[src/rtl/pcm_to_i2s_tx_pkg.sv]
`default_nettype none
// ============================================================================
//  Module   : pcm_to_i2s_tx_pkg
//  Brief    : Shared default sizing constants for the PCM-to-I2S transmitter.
//  Revision : 1.0  initial release
// ============================================================================
package pcm_to_i2s_tx_pkg;

    // Sample width shared with the rest of the audio datapath.
    localparam int NUMBER_OF_BITS = 8;

    // Default sizing for pcm_to_i2s_tx.
    localparam int c_SAMPLE_BITS  = NUMBER_OF_BITS;
    localparam int c_SLOT_BITS    = 16;
    localparam int c_BCLK_DIV     = 2;

endpackage : pcm_to_i2s_tx_pkg
`default_nettype wire

[src/rtl/pcm_to_i2s_tx_clk_gen.sv]
`default_nettype none
// ============================================================================
//  Module   : i2s_clk_gen
//  Brief    : SCK divider. Toggles SCK every BCLK_DIV clk cycles and flags
//             the clk cycle in which SCK falls (the data shift event).
//  Revision : 1.0  initial release
// ============================================================================
module i2s_clk_gen #(
    parameter int BCLK_DIV = 2
) (
    input  logic clk,
    input  logic reset,
    input  logic i_enable,
    output logic o_sck,
    output logic o_shift
);

    localparam int                 c_DIV_W    = (BCLK_DIV > 1) ? $clog2(BCLK_DIV) : 1;
    localparam logic [c_DIV_W-1:0] c_DIV_LAST = c_DIV_W'(BCLK_DIV - 1);

    logic [c_DIV_W-1:0] r_div;
    logic               r_sck;
    logic               w_term;

    assign w_term = (r_div == c_DIV_LAST);

    // Divider and SCK toggle; both parked at 0 while disabled.
    always_ff @(posedge clk) begin
        if (reset || !i_enable) begin
            r_div <= '0;
            r_sck <= 1'b0;
        end else if (w_term) begin
            r_div <= '0;
            r_sck <= ~r_sck;
        end else begin
            r_div <= r_div + c_DIV_W'(1);
        end
    end

    assign o_sck   = r_sck;
    // Strobe is high in the cycle whose clock edge takes SCK from 1 to 0.
    assign o_shift = i_enable & w_term & r_sck;

endmodule : i2s_clk_gen
`default_nettype wire

[src/rtl/pcm_to_i2s_tx.sv]
`default_nettype none
// ============================================================================
//  Module   : pcm_to_i2s_tx
//  Brief    : Stereo PCM to I2S serialiser with a one-pair pending buffer,
//             underrun detection and a saturating underrun counter.
//  Revision : 1.0  initial release
// ============================================================================
module pcm_to_i2s_tx
    import pcm_to_i2s_tx_pkg::*;
#(
    parameter int SAMPLE_BITS = c_SAMPLE_BITS,
    parameter int SLOT_BITS   = c_SLOT_BITS,
    parameter int BCLK_DIV    = c_BCLK_DIV
) (
    input  logic                   clk,
    input  logic                   reset,
    input  logic                   enable,
    input  logic                   in_valid,
    input  logic [SAMPLE_BITS-1:0] in_left,
    input  logic [SAMPLE_BITS-1:0] in_right,
    output logic                   in_ready,
    output logic                   sck,
    output logic                   ws,
    output logic                   sd,
    output logic                   frame_start,
    output logic                   underrun,
    output logic [7:0]             underrun_count
);

    localparam int                 c_CNT_W    = $clog2(SLOT_BITS);
    localparam logic [c_CNT_W-1:0] c_BIT_LAST = c_CNT_W'(SLOT_BITS - 1);

    // Pending pair; r_in_ready doubles as the "pending empty" flag.
    logic [SAMPLE_BITS-1:0] r_pend_l;
    logic [SAMPLE_BITS-1:0] r_pend_r;
    logic                   r_in_ready;

    // Serialiser state.
    logic [SAMPLE_BITS-1:0] r_sh_l;
    logic [SAMPLE_BITS-1:0] r_sh_r;
    logic [c_CNT_W-1:0]     r_bitcnt;
    logic                   r_ws;
    logic                   r_sd;
    logic                   r_first;
    logic                   r_frame_start;
    logic                   r_underrun;
    logic [7:0]             r_underrun_count;

    logic                   w_sck;
    logic                   w_shift;
    logic                   w_wrap;
    logic                   w_slot_start;
    logic                   w_frame_load;
    logic                   w_hs;

    i2s_clk_gen #(
        .BCLK_DIV (BCLK_DIV)
    ) u_clk_gen (
        .clk      (clk),
        .reset    (reset),
        .i_enable (enable),
        .o_sck    (w_sck),
        .o_shift  (w_shift)
    );

    // r_first marks the first shift event after enable, which always opens
    // a left slot regardless of where the bit counter was parked.
    assign w_wrap       = (r_bitcnt == c_BIT_LAST);
    assign w_slot_start = r_first | w_wrap;
    assign w_frame_load = w_shift & (r_first | (w_wrap & r_ws));
    assign w_hs         = in_valid & r_in_ready;

    // Handshake, frame loading and bit serialisation.
    always_ff @(posedge clk) begin
        if (reset) begin
            r_pend_l         <= '0;
            r_pend_r         <= '0;
            r_in_ready       <= 1'b1;
            r_sh_l           <= '0;
            r_sh_r           <= '0;
            r_bitcnt         <= '0;
            r_ws             <= 1'b0;
            r_sd             <= 1'b0;
            r_first          <= 1'b1;
            r_frame_start    <= 1'b0;
            r_underrun       <= 1'b0;
            r_underrun_count <= 8'd0;
        end else begin
            r_frame_start <= 1'b0;
            r_underrun    <= 1'b0;

            // The pending slot keeps accepting data even while disabled.
            if (w_hs) begin
                r_pend_l   <= in_left;
                r_pend_r   <= in_right;
                r_in_ready <= 1'b0;
            end

            if (!enable) begin
                r_bitcnt <= '0;
                r_ws     <= 1'b0;
                r_sd     <= 1'b0;
                r_first  <= 1'b1;
            end else if (w_shift) begin
                r_first  <= 1'b0;
                r_bitcnt <= w_slot_start ? '0 : (r_bitcnt + c_CNT_W'(1));
                if (w_slot_start) begin
                    // One-bit I2S delay: the ws-change bit is always 0.
                    r_sd <= 1'b0;
                    r_ws <= r_first ? 1'b0 : ~r_ws;
                    if (w_frame_load) begin
                        r_frame_start <= 1'b1;
                        if (!r_in_ready) begin
                            r_sh_l     <= r_pend_l;
                            r_sh_r     <= r_pend_r;
                            r_in_ready <= 1'b1;
                        end else begin
                            // Nothing queued: send silence. A handshake in
                            // this same cycle still lands in pending above.
                            r_sh_l     <= '0;
                            r_sh_r     <= '0;
                            r_underrun <= 1'b1;
                            if (r_underrun_count != 8'hFF) begin
                                r_underrun_count <= r_underrun_count + 8'd1;
                            end
                        end
                    end
                end else if (r_ws) begin
                    // Zeros shift in behind the sample, padding the slot.
                    r_sd   <= r_sh_r[SAMPLE_BITS-1];
                    r_sh_r <= {r_sh_r[SAMPLE_BITS-2:0], 1'b0};
                end else begin
                    r_sd   <= r_sh_l[SAMPLE_BITS-1];
                    r_sh_l <= {r_sh_l[SAMPLE_BITS-2:0], 1'b0};
                end
            end
        end
    end

    assign in_ready       = r_in_ready;
    assign sck            = w_sck;
    assign ws             = r_ws;
    assign sd             = r_sd;
    assign frame_start    = r_frame_start;
    assign underrun       = r_underrun;
    assign underrun_count = r_underrun_count;

endmodule : pcm_to_i2s_tx
`default_nettype wire

[config.mk]
export PLATFORM = sky130hd
export DESIGN_NAME = pcm_to_i2s_tx
export DESIGN_NICKNAME = d
export VERILOG_FILES = /design/src/rtl/pcm_to_i2s_tx_pkg.sv /design/src/rtl/pcm_to_i2s_tx_clk_gen.sv /design/src/rtl/pcm_to_i2s_tx.sv
export SDC_FILE = /design/constraint.sdc
export NUM_CORES = 1
export LEC_CHECK = 0
export ABC_AREA = 1
export BUFFER_PORTS_ARGS = -buffer_cell sky130_fd_sc_hd__clkbuf_2
export CORE_ASPECT_RATIO = 1.75
export CORE_MARGIN = 2
export CORE_UTILIZATION = 40
export CTS_BUF_LIST = sky130_fd_sc_hd__clkbuf_8
export DETAILED_ROUTE_END_ITERATION = 8
export GPL_TIMING_DRIVEN = 0
export HOLD_SLACK_MARGIN = 0.03
export SETUP_SLACK_MARGIN = 0.15
export SYNTH_ARGS = -nofsm -noshare
export SYNTH_HDL_FRONTEND = slang
export SYNTH_SLANG_ARGS = --single-unit
export TNS_END_PERCENT = 1
[constraint.sdc]
create_clock -name clk -period 1.9 [get_ports clk]
set_input_delay 0.19 -clock clk [delete_from_list [all_inputs] [get_ports clk]]
set_output_delay 0.19 -clock clk [all_outputs]
set_load 0.05 [all_outputs]
==> run summary <==
Post-Place Cell Area - 2490 um^2
synth unique cells - 28
Slew @ Worst Pin - 0.510 ns
post-CTS sizing - 0
Root Driver - clkbuf_8
slew margin rel. - 0.660
Cell Area, Synth - 2240 um^2
Die W - 60.6 um
Initial Util - 0.407
Max-Cap Viols - 0
Detailed Place HPWL - 3820 um
Rows - 36
full die area - 6230 um^2
Worst EP arrival - 1.88 ns
Fmax - 606 MHz
Worst Path Max Fanout - 10
Final Skew - 0.00657 ns
Die Ht - 103 um
H-tree depth - 2
hold crit path type - input port to flip-flop
setup TNS - 0 ns
final hold slack - 0.127 ns
layout cells sized above 1 - 0.157
most frequently used flop master after synthesis - dfxtp_1
core area - 5500 um^2
Max Slew Vio Count - 0
largest net degree at the start of global routing - 16
Tmin final - 1.65 ns
CP endpoint kind - flip-flop
cts bufs inserted - 5
Final Wtd Congestion - 0.759
worst skew pair latency - 0.30 ns
Design Area, Final - 2570 um^2
Post-Layout Cell Count - 420
RSZ-0062 raised after global routing - true
CP Launch Point - r_bitcnt[0]
# diodes - 0
sequential area share after synthesis - 0.465
1st-iter DRT viols - 41
FF+latch count, synth - 52
grt ovf - 0
Static Leak - 0.00107 uW
TritonRoute pass-1 iters - 4
vias in the first global route - 1,854
# setup viols final - 0
Routed Antenna Nets - 0
critical path launch point type - flip-flop
IO Pins - 34
CTS sink count - 52
FILL cells - 645
routed vias/inst - 4.74
Sequential Area - 1040 um^2
Final Power - 1890 uW
Hold Vio Cnt, Final - 0
clk buf depth - 2
Syn Area/Cell - 7.34 um^2
synthesized net count - 327
status - complete, no violations
area of the multi-input gates - 1080 um^2
Clk pin slew, worst setup/hold paths - 0.09 ns
Tcrit/Tclk final - 0.869
Setup Buffers After CTS - 0
EDFF count, synth - 0
Critical Path RT - 2.13 ns
drc violations - 0
Via Count - 1,990
Peak VDD IR - 0.000321 V
synth warn - 0
first-pass GRT wire length - 8380 um
Hold Path Origin - in_left[1]
area grow syn2layout - 15.0%
asr flop ratio synth - 0
Pwr per Cell Area - 734 nW/um^2
initial antenna violation count - 0
Gate Count Post-Synth - 305
placed insts - 413
Hold Buf Count CTS - 0
Post-Route WL - 4900 um
Avg WL per Cell - 11.7 um
Setup CP Type - flip-flop to flip-flop
Final nets - 366
worst r2r src - r_bitcnt[0]
global-route usage over all layers - 0.176
Buffers on Ports - 32
CTS tree - built
-- stage by stage --
stage               setup slack (ns)  utilization
floorplan                      0.159            -
detailed placement             0.219        0.454
global placement               0.244        0.454
global route                   0.106        0.469
CTS                            0.194        0.469
finish                         0.250        0.469
-- cell type report --
class / instances / share of cell area
Clock inverter: 2 / 0.00486
Inverter: 18 / 0.0262
Timing Repair Buffer: 32 / 0.0622
Buffer: 10 / 0.0180
Multi-Input combinational cell: 225 / 0.421
Clock buffer: 5 / 0.0267
Sequential cell: 52 / 0.404
Tap cell: 76 / 0.0369
-- state kept, by name (all words and copies together), names as in the netlist, 4 cells and up --
signal and count:
r_pend_l 8, r_sh_l 8, r_pend_r 8, r_bitcnt 4, r_sh_r 8, underrun_count 8
-- cells in the final DEF (no fill, tap or decap), types with 5 or more instances in the layout --
master / n
clkbuf_8: 5
dfxtp_1: 52
clkbuf_2: 32
clkbuf_1: 5
a31oi_1: 6
nand3_1: 16
nand2_1: 74
a21oi_1: 15
o21ai_0: 31
nor2_1: 57
inv_1: 15
-- final timing paths --
kind / slack, ns / to / cells past startpoint
worst max-delay path: 0.25 / r_sh_l[6] / 9
worst min-delay path: 0.13 / r_pend_l[1] / 3
worst max register to register: 0.25 / r_sh_l[6] / 9
worst min register to register: 0.48 / r_sh_r[1] / 2
-- cells in the mapped netlist, drive strengths merged, types with 3 or more instances --
library cell / number / share of area
nand2: 76 / 0.13
nor2: 61 / 0.12
dfxtp: 52 / 0.47
o21ai: 34 / 0.076
nand3: 18 / 0.051
inv: 17 / 0.029
a21oi: 15 / 0.034
a31oi: 6 / 0.017
buf: 5 / 0.012
clkbuf: 5 / 0.0084
xor2: 4 / 0.016
nor3: 3 / 0.0067
-- layer usage --
layer	part of all wire	vias up	GRT usage
met2	0.54	36	0.324
met3	0.034	7	0.0301
met4	0.022	0	0.0769
li1	-	1063	-
met5	0	-	0
met1	0.40	884	0.190
-- worst max-delay path, stage by stage (launching register included) --
cell	delay, ns
dfxtp_1	0.34
ha_1	0.21
nand3_1	0.09
nand2_1	0.16
inv_1	0.21
buf_2	0.26
nand2_1	0.08
nand2_1	0.07
nand2_1	0.05
a21oi_1	0.11
-- cell families after synthesis --
family | after synthesis | synth area share
fa+ha+maj | 2 | 0.0112
xor+xnor | 5 | 0.0196
compound gates | 57 | 0.132
buf+inv | 28 | 0.0509
simple gates | 161 | 0.321
flops | 52 | 0.465
-- report_power, final --
part | switching, uW | internal (uW) | total, uW
sequential | 20.4 | 1120 | 1140
clock | 356 | 250 | 607
combinational | 90.1 | 48.6 | 139
(Power assumes the default switching activity.)
